--- src/rtl/alu_issue_arbiter.sv ---
// -----------------------------------------------------------------------------
// alu_issue_arbiter
//   Shares one stage-2 ALU/shifter between N_REQ requesters. Only one
//   operation is in flight at a time:
//   IDLE -> ISSUE (ALU enable for one cycle) -> WAIT (ALU result valid)
//   -> RESP (result held until the owner acknowledges) -> IDLE.
//
//   Build option:
//     ALU_ARB_FIXED_PRIORITY_EN  defined   : fixed priority, the lowest index wins
//                                undefined : rotating round-robin
//
//   Ports
//     clk, rst        : clock, synchronous active-high reset
//     req             : per-requester request level, held until gnt
//     req_shift       : per-requester 1 = shift op, 0 = arith/logic op
//     req_opselect    : per-requester 3-bit opselect, requester i at [3i+2:3i]
//     req_operation   : per-requester 3-bit operation, requester i at [3i+2:3i]
//     req_a / req_b   : per-requester DATA_W operands
//     req_shamt       : per-requester 5-bit shift amount
//     gnt             : one-hot, one-cycle pulse when operands are latched
//     rsp_valid       : one-hot, result available for the owner
//     rsp_ack         : per-requester result consume
//     rsp_data/carry  : captured ALU result
//     busy            : high whenever the FSM is not IDLE
//     enable_arith, enable_shift, opselect, operation,
//     aluin1, aluin2, shift_number : ALU control and operands
//     aluout, carry   : ALU result, registered inside the ALU
// -----------------------------------------------------------------------------
module alu_issue_arbiter #(
  parameter int unsigned N_REQ  = 2,
  parameter int unsigned DATA_W = 32
) (
  input  logic                      clk,
  input  logic                      rst,
  input  logic [N_REQ-1:0]          req,
  input  logic [N_REQ-1:0]          req_shift,
  input  logic [3*N_REQ-1:0]        req_opselect,
  input  logic [3*N_REQ-1:0]        req_operation,
  input  logic [DATA_W*N_REQ-1:0]   req_a,
  input  logic [DATA_W*N_REQ-1:0]   req_b,
  input  logic [5*N_REQ-1:0]        req_shamt,
  output logic [N_REQ-1:0]          gnt,
  output logic [N_REQ-1:0]          rsp_valid,
  input  logic [N_REQ-1:0]          rsp_ack,
  output logic [DATA_W-1:0]         rsp_data,
  output logic                      rsp_carry,
  output logic                      busy,
  output logic                      enable_arith,
  output logic                      enable_shift,
  output logic [2:0]                opselect,
  output logic [2:0]                operation,
  output logic [DATA_W-1:0]         aluin1,
  output logic [DATA_W-1:0]         aluin2,
  output logic [4:0]                shift_number,
  input  logic [DATA_W-1:0]         aluout,
  input  logic                      carry
);

  localparam int unsigned IDX_W   = (N_REQ > 1) ? $clog2(N_REQ) : 1;
  localparam int unsigned OP_W    = 3;
  localparam int unsigned SHAMT_W = 5;

  typedef enum logic [1:0] {
    S_IDLE  = 2'd0,
    S_ISSUE = 2'd1,
    S_WAIT  = 2'd2,
    S_RESP  = 2'd3
  } state_e;

  state_e               state_q,     state_d;
  logic [IDX_W-1:0]     last_grant_q, last_grant_d;
  logic [N_REQ-1:0]     gnt_q,       gnt_d;
  logic [N_REQ-1:0]     rsp_valid_q, rsp_valid_d;
  logic [DATA_W-1:0]    rsp_data_q,  rsp_data_d;
  logic                 rsp_carry_q, rsp_carry_d;
  logic                 busy_q,      busy_d;
  logic                 en_arith_q,  en_arith_d;
  logic                 en_shift_q,  en_shift_d;
  logic [OP_W-1:0]      opselect_q,  opselect_d;
  logic [OP_W-1:0]      operation_q, operation_d;
  logic [DATA_W-1:0]    aluin1_q,    aluin1_d;
  logic [DATA_W-1:0]    aluin2_q,    aluin2_d;
  logic [SHAMT_W-1:0]   shamt_q,     shamt_d;

  logic                 win_found_c;
  logic [IDX_W-1:0]     win_idx_c;

`ifndef ALU_ARB_FIXED_PRIORITY_EN
  // Candidate k of the rotating search that starts just after base.
  function automatic logic [IDX_W-1:0] rr_index(input logic [IDX_W-1:0] base,
                                                input int unsigned    k);
    return IDX_W'((32'(base) + 32'd1 + k) % N_REQ);
  endfunction
`endif

  // Winner selection among pending requests.
  always_comb begin
    win_found_c = 1'b0;
    win_idx_c   = '0;
`ifdef ALU_ARB_FIXED_PRIORITY_EN
    for (int unsigned k = 0; k < N_REQ; k++) begin
      if (!win_found_c && req[k]) begin
        win_found_c = 1'b1;
        win_idx_c   = IDX_W'(k);
      end
    end
`else
    for (int unsigned k = 0; k < N_REQ; k++) begin
      if (!win_found_c && req[rr_index(last_grant_q, k)]) begin
        win_found_c = 1'b1;
        win_idx_c   = rr_index(last_grant_q, k);
      end
    end
`endif
  end

  // Next-state and registered-output logic.
  always_comb begin
    state_d      = state_q;
    last_grant_d = last_grant_q;
    gnt_d        = '0;
    rsp_valid_d  = rsp_valid_q;
    rsp_data_d   = rsp_data_q;
    rsp_carry_d  = rsp_carry_q;
    en_arith_d   = 1'b0;
    en_shift_d   = 1'b0;
    opselect_d   = opselect_q;
    operation_d  = operation_q;
    aluin1_d     = aluin1_q;
    aluin2_d     = aluin2_q;
    shamt_d      = shamt_q;

    unique case (state_q)
      S_IDLE: begin
        if (win_found_c) begin
          // Only the winner's slice is sampled, and only on this edge.
          opselect_d   = req_opselect[32'(win_idx_c)*OP_W +: OP_W];
          operation_d  = req_operation[32'(win_idx_c)*OP_W +: OP_W];
          aluin1_d     = req_a[32'(win_idx_c)*DATA_W +: DATA_W];
          aluin2_d     = req_b[32'(win_idx_c)*DATA_W +: DATA_W];
          shamt_d      = req_shamt[32'(win_idx_c)*SHAMT_W +: SHAMT_W];
          en_shift_d   = req_shift[win_idx_c];
          en_arith_d   = ~req_shift[win_idx_c];
          gnt_d        = N_REQ'(1) << win_idx_c;
          last_grant_d = win_idx_c;
          state_d      = S_ISSUE;
        end
      end
      S_ISSUE: begin
        state_d = S_WAIT;
      end
      S_WAIT: begin
        // ALU registered its result at the end of ISSUE.
        rsp_data_d  = aluout;
        rsp_carry_d = carry;
        rsp_valid_d = N_REQ'(1) << last_grant_q;
        state_d     = S_RESP;
      end
      S_RESP: begin
        // Acks from anyone but the owner are ignored.
        if (rsp_ack[last_grant_q]) begin
          rsp_valid_d = '0;
          state_d     = S_IDLE;
        end
      end
      default: begin
        state_d = S_IDLE;
      end
    endcase

    busy_d = (state_d != S_IDLE);
  end

  // State and output registers; reset aborts any operation in flight.
  always_ff @(posedge clk) begin
    if (rst) begin
      state_q      <= S_IDLE;
      last_grant_q <= IDX_W'(N_REQ - 1);
      gnt_q        <= '0;
      rsp_valid_q  <= '0;
      rsp_data_q   <= '0;
      rsp_carry_q  <= 1'b0;
      busy_q       <= 1'b0;
      en_arith_q   <= 1'b0;
      en_shift_q   <= 1'b0;
      opselect_q   <= '0;
      operation_q  <= '0;
      aluin1_q     <= '0;
      aluin2_q     <= '0;
      shamt_q      <= '0;
    end else begin
      state_q      <= state_d;
      last_grant_q <= last_grant_d;
      gnt_q        <= gnt_d;
      rsp_valid_q  <= rsp_valid_d;
      rsp_data_q   <= rsp_data_d;
      rsp_carry_q  <= rsp_carry_d;
      busy_q       <= busy_d;
      en_arith_q   <= en_arith_d;
      en_shift_q   <= en_shift_d;
      opselect_q   <= opselect_d;
      operation_q  <= operation_d;
      aluin1_q     <= aluin1_d;
      aluin2_q     <= aluin2_d;
      shamt_q      <= shamt_d;
    end
  end

  assign gnt          = gnt_q;
  assign rsp_valid    = rsp_valid_q;
  assign rsp_data     = rsp_data_q;
  assign rsp_carry    = rsp_carry_q;
  assign busy         = busy_q;
  assign enable_arith = en_arith_q;
  assign enable_shift = en_shift_q;
  assign opselect     = opselect_q;
  assign operation    = operation_q;
  assign aluin1       = aluin1_q;
  assign aluin2       = aluin2_q;
  assign shift_number = shamt_q;

endmodule

--- config.mk ---
export PLATFORM = sky130hd
export DESIGN_NAME = alu_issue_arbiter
export DESIGN_NICKNAME = d
export VERILOG_FILES = /design/src/rtl/alu_issue_arbiter.sv
export SDC_FILE = /design/constraint.sdc
export NUM_CORES = 1
export LEC_CHECK = 0
export BUFFER_PORTS_ARGS = -buffer_cell sky130_fd_sc_hd__buf_2
export CORE_AREA = 2 2 119 121
export DETAILED_ROUTE_END_ITERATION = 7
export DIE_AREA = 0 0 121 123
export GPL_TIMING_DRIVEN = 0
export PLACE_DENSITY_LB_ADDON = 0.2
export SKIP_CTS_REPAIR_TIMING = 1
export SLEW_MARGIN = 20
export SYNTH_ARGS = -nofsm -noshare
export SYNTH_HDL_FRONTEND = slang
export SYNTH_SLANG_ARGS = --single-unit
--- constraint.sdc ---
create_clock -name clk -period 3.6 [get_ports clk]
set_input_delay 0.72 -clock clk [delete_from_list [all_inputs] [get_ports clk]]
set_output_delay 0.72 -clock clk [all_outputs]
set_load 0.005 [all_outputs]
==> impl_metrics.toml, run 1 <==
[pwr]
sw_frac_of_total = 0.2586
combinationalPowerShare = 0.163
total_power_mw = 3.732
ir_drop_mv = 0.2585
power.net_switching_mw = 0.9650
p_leak_nw = 3.386
power_frac_seq = 0.401
clkPwrFrac = 0.435
intPower_mw = 2.767
powerDensity_nw_per_um2 = 522.7

[clock_network]
clock_sinks = 118
cts_tree = "done"
clk_pin_slew_ns = 0.05
cts-htree-levels = 4
cts_made_buffers = 17
insertion_delay_ns = 0.41
root_buffer = "clkbuf_16"
cts_buffer_depth = 2

[worst_setup_path]
worstPathArrival_ns = 2.45
crit_path_start_kind = "input pin"
critPathBufInv = 3
cp.required_ns = 3.95
slowest_delay_ns = 0.61
timing.reg2reg.setup_slack_ns = 1.62
slowest_stage = "nor4_2"
crit_top_cell = "buf_2"
cp_top_family = "buffers and inverters"
crit_chain = "clkbuf_1 -> nor4_2 -> buf_2 -> buf_2 -> a221o_1"
worstSetupPathType = "in2reg"
cp_max_fo = 10
cp-end-kind = "flip-flop"

[drt]
drc = 0
drtIter0Drc = 331
totalWireLength_mm = 17.00
wl_per_cell_um = 16.25
antenna_left = 0
viasPerCell = 5.020
first_pass_iters = 5
vias = 5251

[synthesis]
synth_top_family_by_area = "compound AO/OA/AOI/OAI gates"
synthTopCellsByArea = "dfxtp_1, a221o_1, a21oi_1"
synth_edf_count = 0
syn-cell-area_um2 = 4826
synth_top_area_frac = 0.4895
syn_inst = 530
synth.area.mux_share = 0.002074
synth_area_per_cell_um2 = 9.105
synth_nets = 721
synthAdderAreaFrac = 0
ys_types = 29
yosys.area_share.simple = 0.1737
synthFlopType = "dfxtp_1"
synth_compound_area_frac = 0.2842
ys_seq_area_frac = 0.4895
yosys_warnings = 0
synth_xor_area_frac = 0
synth-async-reset-ratio = 0
ys_ff_latch = 118
synth_area_leader_cell = "dfxtp_1"

[sta]
layout_setup_ws_ns = 1.502
worst_pin_slew_ns = 0.7453
clock_skew_ns = 0.008152
finalCriticalPeriod_ns = 2.098
timing.fmax_ghz = 0.4766
fin_crit_sh = 0.5828
setup_tns_ns = 0
grt_setup_unrepaired = "false"
finalSetupViolCount = 0
maxSlewHeadroom = 0.5031
drv_slew = 0
whs_ns = 0.4512
timing.final.hold_violations = 0

[cells_and_area]
syn2layout_area_growth_pct = 47.94
layout_commonest_cell = "buf_2"
finalNonFillerCells = 1046
final_nets = 1044
final_cell_mix = "buf_2, dfxtp_1, a21oi_1, nand2b_1, a221o_1"
layout-drive-gt1-share = 0.4092
fillers = 1319

[min_path]
hp-class = "reg2reg"

[global_routing]
grt_max_degree = 17
antenna_found_initial = 1
grt_use_total = 0.2186
grt_pass1_wl_mm = 25.36
grt-ovfl-total = 0
first_global_vias = 5098

[placement]
place.gp.congestion = 0.8869
port_buffers = 304
preCtsSetupSlack_ns = 1.023
dpl.hpwl_mm = 12.80
placed_cells = 1014

[floorplanning]
die_h_um = 123
die_w_um = 121
fp-row-count = 43
pin_count = 306
die_area_um2 = 14880
core_area_um2 = 13610
initial_core_util = 0.3545

[status]
status = "complete, no violations"

[job]
cap_violations = 0
## Yosys cell counts (2+ instances only)
cell type  count
dfxtp_1      118
a21oi_1      111
nand2b_1      76
a221o_1       75
nand2_1       70
clkbuf_1      37
buf_2         15
inv_1          3
nor2_1         3
buf_1          2
nor2b_1        2
## per-layer routing
layer,part of all wire,GRT usage,up-vias
met1,0.39,0.2457,2435
met5,0,0,-
met4,0.021,0.08866,0
met2,0.50,0.3743,222
met3,0.089,0.08164,29
li1,-,-,2565
## cell families after synthesis
kind of cell,count (synthesis)
compound gates,194
buf+inv,59
flops,118
mux,1
simple gates,158
## worst paths after layout
path / startpoint / end / cells after the start
setup reg to reg: state_q[0] / aluin2[29] / 6
hold / removal: rsp_data[19] / rsp_data[19] / 2
setup / recovery: rst / aluin2[29] / 5
hold reg to reg: rsp_data[19] / rsp_data[19] / 2
## layout make-up
class	instances	area, um2	share of cell area
diodes	1	2.502	0.0003505
plain buffers	55	229.0	0.03207
clock buffers	20	456.7	0.06397
clock inverters	11	107.6	0.01507
inverters	4	15.01	0.002103
multi-input cells	353	2220	0.3109
flip-flops and latches	118	2362	0.3309
well taps	180	225.2	0.03155
repair buffers	304	1521	0.2131
## state kept, by name (all words and copies together), names as in the netlist
signal / flops
aluin1: 32
aluin2: 32
busy: 1
enable_arith: 1
enable_shift: 1
gnt: 2
last_grant_q: 1
operation: 3
opselect: 3
rsp_carry: 1
rsp_data: 32
rsp_valid: 2
shift_number: 5
state_q: 2
## worst min-delay path, delay by kind of cell (launching register included)
family	cells	cell delay (ns)
AOI/OAI and AO/OA	1	0.05
DFF	1	0.30
and+or+nand+nor	1	0.05
## per-stage QoR
step	area, um2	utilization
floorplan	4826	-
global placement	6573	0.4829
detailed placement	6573	0.4829
CTS	7137	0.5243
global route	7137	0.5243
finish	7139	0.5245
## power by group through the flow
stage | registers (mW) | clock network, mW | logic [mW]
after floorplan | 1.53 | 0 | 0.286
after global placement | 1.52 | 0 | 0.602
after detailed placement | 1.52 | 0 | 0.613
after CTS | 1.50 | 1.65 | 0.616
after global routing | 1.51 | 1.72 | 0.674
final | 1.50 | 1.62 | 0.610
Power figures use the tool's default switching activity.
==> run 2: changes to the inputs <==
--- a/config.mk
+++ b/config.mk
@@ -5,10 +5,11 @@
 export SDC_FILE = /design/constraint.sdc
 export NUM_CORES = 1
 export LEC_CHECK = 0
+export ABC_AREA = 1
 export BUFFER_PORTS_ARGS = -buffer_cell sky130_fd_sc_hd__buf_2
-export CORE_AREA = 2 2 119 121
+export CORE_AREA = 2 2 118 120
 export DETAILED_ROUTE_END_ITERATION = 7
-export DIE_AREA = 0 0 121 123
+export DIE_AREA = 0 0 120 122
 export GPL_TIMING_DRIVEN = 0
 export PLACE_DENSITY_LB_ADDON = 0.2
 export SKIP_CTS_REPAIR_TIMING = 1
==> constraint.sdc (replaced) <==
create_clock -name clk -period 1.8 [get_ports clk]
set_input_delay 0.36 -clock clk [delete_from_list [all_inputs] [get_ports clk]]
set_output_delay 0.36 -clock clk [all_outputs]
set_load 0.005 [all_outputs]
==> run 2 against run 1 <==
Worst hold slack worse by 0.29 ns. Clock power grew 120%. Register-to-register slack got worse by 1.2 ns. Combinational power grew to 2.9 times the previous value. Via count is 11% higher. Wire length is 1.2% higher. Setup slack lost 1.1 ns. Largest power group unchanged.
==> impl_metrics.toml, run 2 <==
[global_routing]
antenna_found_initial = 1
grt_pass1_wl_mm = 26.36
first_global_vias = 5299
grt_max_degree = 17
grt_use_total = 0.2316
grt-ovfl-total = 0

[clock_network]
insertion_delay_ns = 0.41
cts_tree = "done"
cts-htree-levels = 4
cts_buffer_depth = 2
cts_made_buffers = 17
clock_sinks = 118
clk_pin_slew_ns = 0.06
root_buffer = "clkbuf_16"

[worst_setup_path]
worstSetupPathType = "reg2reg"
cp-end-kind = "flip-flop"
worstPathArrival_ns = 1.77
r2r_cells = 7
cp_max_fo = 10
cp.required_ns = 2.15
crit_path_start_kind = "flip-flop"

[sta]
drv_slew = 0
clock_skew_ns = 0.006516
setup_tns_ns = 0
timing.final.hold_violations = 0
finalCriticalPeriod_ns = 1.420
maxSlewHeadroom = 0.6658
fin_crit_sh = 0.7888
timing.fmax_ghz = 0.7043
finalSetupViolCount = 0
worst_pin_slew_ns = 0.5013
grt_setup_unrepaired = "false"

[drt]
vias = 5810
first_pass_iters = 4
viasPerCell = 4.659
totalWireLength_mm = 17.20
drtIter0Drc = 217
wl_per_cell_um = 13.79
antenna_left = 0
drc = 0

[synthesis]
synth-async-reset-ratio = 0
syn-cell-area_um2 = 5099
synthFlopType = "dfxtp_1"
syn_inst = 730
synth_edf_count = 0
synth_area_leader_cell = "dfxtp_1"
yosys_warnings = 0
synth_area_per_cell_um2 = 6.984
yosysMostFrequentCell = "nand2_1"
synthTopCellsByCount = "nand2_1, dfxtp_1, nand3_1"
ys_types = 20
synthTopCellsByArea = "dfxtp_1, nand2_1, nand3_1"
ys_seq_area_frac = 0.4633
synth_nets = 921
synth_top_area_frac = 0.4633
ys_ff_latch = 118

[floorplanning]
die_w_um = 120
die_h_um = 122
initial_core_util = 0.3776
die_area_um2 = 14640
pin_count = 306
core_area_um2 = 13500
fp-row-count = 43

[pwr]
power_frac_seq = 0.370
sw_frac_of_total = 0.2739
intPower_mw = 6.146
power.net_switching_mw = 2.318
powerDensity_nw_per_um2 = 1132
clkPwrFrac = 0.423
p_leak_nw = 4.251
total_power_mw = 8.463
ir_drop_mv = 0.5871
combinationalPowerShare = 0.207

[placement]
place.gp.congestion = 0.8101
dpl.hpwl_mm = 13.25
port_buffers = 305

[cells_and_area]
n_antenna_cell = 0
layout-drive-gt1-share = 0.3561
final_cell_mix = "buf_2, nand2_1, dfxtp_1, nand3_1, nor2_1"
final_nets = 1245
syn2layout_area_growth_pct = 46.65
fillers = 1348
layout_commonest_cell = "buf_2"
seq_area_um2 = 2362
multi_input_area_um2 = 2340

[job]
cap_violations = 0

[status]
status = "complete, no violations"

[min_path]
hp-class = "in2reg"
min_path_cells = 3
## run 2: cell count changes in the layout (fill, tap and decap cells not counted), sizes merged, moves of 7 or more
cell,delta
inv,+7
nand3,+79
nand2,+248
a221o,-75
buf,+22
clkinv,-7
nand2b,-76
clkbuf,-18
a21oi,-107
nand4,+36
nor2,+71
o21ai,+34
## run 2: worst max-delay path, cell delays in order, from the launching register on
cell and delay, ns:
dfxtp_1 0.38, nand2_1 0.09, nand2_2 0.19, clkbuf_1 0.38, nand2_1 0.09, nand2_1 0.08
nand3_1 0.06, nand2_1 0.09
## run 2: final cells by class
type	instances	area share
multi-input cells	548	0.3129
inverters	10	0.005020
flip-flops and latches	118	0.3159
plain buffers	54	0.04803
clock buffers	24	0.06442
repair buffers	305	0.2041
clock inverters	8	0.01941
well taps	180	0.03012
## run 2: per-layer routing
metal	part of all wire	track usage
met5	0	0
met4	0.018	0.08971
met3	0.092	0.08240
met1	0.41	0.2687
met2	0.48	0.3913
## run 2: per-stage QoR
step / setup WS [ns] / utilization / hold slack, ns / cells / cell area (um2)
floorplan: 0.6641 / - / 0.4291 / 730 / 5099
global placement: 0.1043 / 0.5073 / 0.4319 / 1215 / 6850
detailed placement: 0.1056 / 0.5073 / 0.4338 / 1215 / 6850
CTS: 0.3369 / 0.5537 / 0.1492 / 1247 / 7477
global route: 0.1821 / 0.5537 / 0.1623 / 1247 / 7477
finish: 0.3802 / 0.5537 / 0.1631 / 1247 / 7477
## run 2: cell families (layout without fill, tap and decap cells)
kind of cell	Yosys count	after routing	synth area share
buffers and inverters	64	401	0.07779
AND/OR/NAND/NOR	509	509	0.4199
flip-flops	118	118	0.4633
AO/OA/AOI/OAI	39	39	0.03902
## run 2: final timing paths
check | start | end | slack, ns
setup / recovery | last_grant_q | aluin1[1] | 0.38
hold / removal | aluout[26] | rsp_data[26] | 0.16
hold reg to reg | aluin1[9] | aluin1[9] | 0.44
setup reg to reg | last_grant_q | aluin1[1] | 0.38
## run 2: power groups by stage
| stage | registers, mW | clock network, mW | logic [mW] |
|---|---|---|---|
| floorplan | 3.21 | 0 | 0.906 |
| global placement | 3.17 | 0 | 1.78 |
| detailed placement | 3.17 | 0 | 1.78 |
| CTS | 3.13 | 3.64 | 1.78 |
| global route | 3.17 | 3.76 | 1.98 |
| finish | 3.13 | 3.58 | 1.75 |
==> run 3: changes to the inputs <==
==> constraint.sdc (replaced) <==
create_clock -name clk -period 1.4 [get_ports clk]
set_input_delay 0.28 -clock clk [delete_from_list [all_inputs] [get_ports clk]]
set_output_delay 0.28 -clock clk [all_outputs]
set_load 0.005 [all_outputs]
==> run 3 against run 2 <==
Sequential power up 29%. Core utilization up 0.41 points. First-iteration DRC count up 18%. Clock power up 28%. Global-route usage unchanged.
==> impl_metrics.toml, run 3 (synthesized netlist as in run 2, its figures left out) <==
[status]
status = "complete, no violations"

[floorplanning]
die_h_um = 122
fp-row-count = 43
core_area_um2 = 13500
die_w_um = 120
die_area_um2 = 14640
pin_count = 306
initial_core_util = 0.3776

[cells_and_area]
multi_input_area_um2 = 2352
fillers = 1346
layout_commonest_cell = "buf_2"
finalNonFillerCells = 1250
layout-drive-gt1-share = 0.3682
fin_util = 0.5578
n_antenna_cell = 0
syn2layout_area_growth_pct = 47.73
seq_area_um2 = 2366
final_cell_mix = "buf_2, nand2_1, dfxtp_1, nand3_1, nor2_1"
finalInstanceArea_um2 = 7532
final_nets = 1248

[sta]
finalCriticalPeriod_ns = 1.269
setup_tns_ns = 0
timing.final.hold_violations = 0
timing.fmax_ghz = 0.7879
layout_setup_ws_ns = 0.1308
grt_setup_unrepaired = "false"
worst_pin_slew_ns = 0.5123
maxSlewHeadroom = 0.6585
clock_skew_ns = 0.006233
fin_crit_sh = 0.9066
finalSetupViolCount = 0
drv_slew = 0

[drt]
antenna_left = 0
first_pass_iters = 4
viasPerCell = 4.645
drc = 0
drtIter0Drc = 257
totalWireLength_mm = 17.28
vias = 5806
wl_per_cell_um = 13.82

[clock_network]
root_buffer = "clkbuf_16"
insertion_delay_ns = 0.41
cts-htree-levels = 4
cts_buffer_depth = 2
cts_made_buffers = 17
clk_pin_slew_ns = 0.06
cts_tree = "done"
clock_sinks = 118

[global_routing]
antenna_found_initial = 1
grt_max_degree = 17
grt-ovfl-total = 0
first_global_vias = 5299
grt_use_total = 0.2316
grt_pass1_wl_mm = 26.36

[worst_setup_path]
worstSetupPathType = "reg2reg"
cp-end-kind = "flip-flop"
crit_path_start_kind = "flip-flop"
cp.required_ns = 1.76
cp_max_fo = 10
worstPathArrival_ns = 1.63
timing.reg2reg.setup_slack_ns = 0.13

[placement]
placed_cells = 1215
dpl.hpwl_mm = 13.25
placed_area_um2 = 6850
place.gp.congestion = 0.8101
preCtsSetupSlack_ns = -0.2144
port_buffers = 305

[min_path]
hp-class = "in2reg"

[pwr]
ir_drop_mv = 0.7670
powerDensity_nw_per_um2 = 1450
p_leak_nw = 4.297

[job]
cap_violations = 0
## run 3: layout make-up
| class | count | share of cell area |
|---|---|---|
| inverters | 10 | 0.004983 |
| flip-flops and latches | 118 | 0.3141 |
| multi-input cells | 548 | 0.3123 |
| clock buffers | 24 | 0.06395 |
| repair buffers | 308 | 0.2056 |
| plain buffers | 54 | 0.04983 |
| clock inverters | 8 | 0.01927 |
| well taps | 180 | 0.02990 |
## run 3: per-layer routing
layer  global-route usage  vias up  routed length [um]
li1                     -     3002                   -
met1               0.2687     2532                7122
met2               0.3913      246                8238
met3              0.08240       26                1622
met4              0.08971        0                 297
met5                    0        -                   0
## run 3: final timing paths
path / to / cells after the start / startpoint
max: aluin1[21] / 8 / last_grant_q
min: rsp_data[26] / 3 / aluout[26]
max reg2reg: aluin1[21] / 8 / last_grant_q
min reg2reg: aluin1[9] / 2 / aluin1[9]
## run 3: worst max-delay path, cell delays in order, from the launching register on
cell     delay [ns]
dfxtp_2        0.37
nand2_1        0.10
nand2_4        0.14
buf_6          0.16
buf_4          0.19
nand2_1        0.06
nand2_1        0.06
nand3_1        0.06
nand2_1        0.06
## run 3: report_power, final
part	leakage [nW]	total (mW)	internal, mW	switching [mW]
clock network	0.300	4.60	3.11	1.49
logic	3.03	2.29	1.01	1.28
registers	0.970	4.03	3.81	0.218
total	4.30	10.9	7.93	2.99
## run 3: through the flow
| step | total power [mW] | hold WS [ns] |
|---|---|---|
| floorplan | 5.292 | 0.3491 |
| global placement | 6.355 | 0.4319 |
| detailed placement | 6.365 | 0.4338 |
| CTS | 11.00 | 0.06922 |
| global route | 11.49 | 0.08229 |
| finish | 10.92 | 0.08357 |
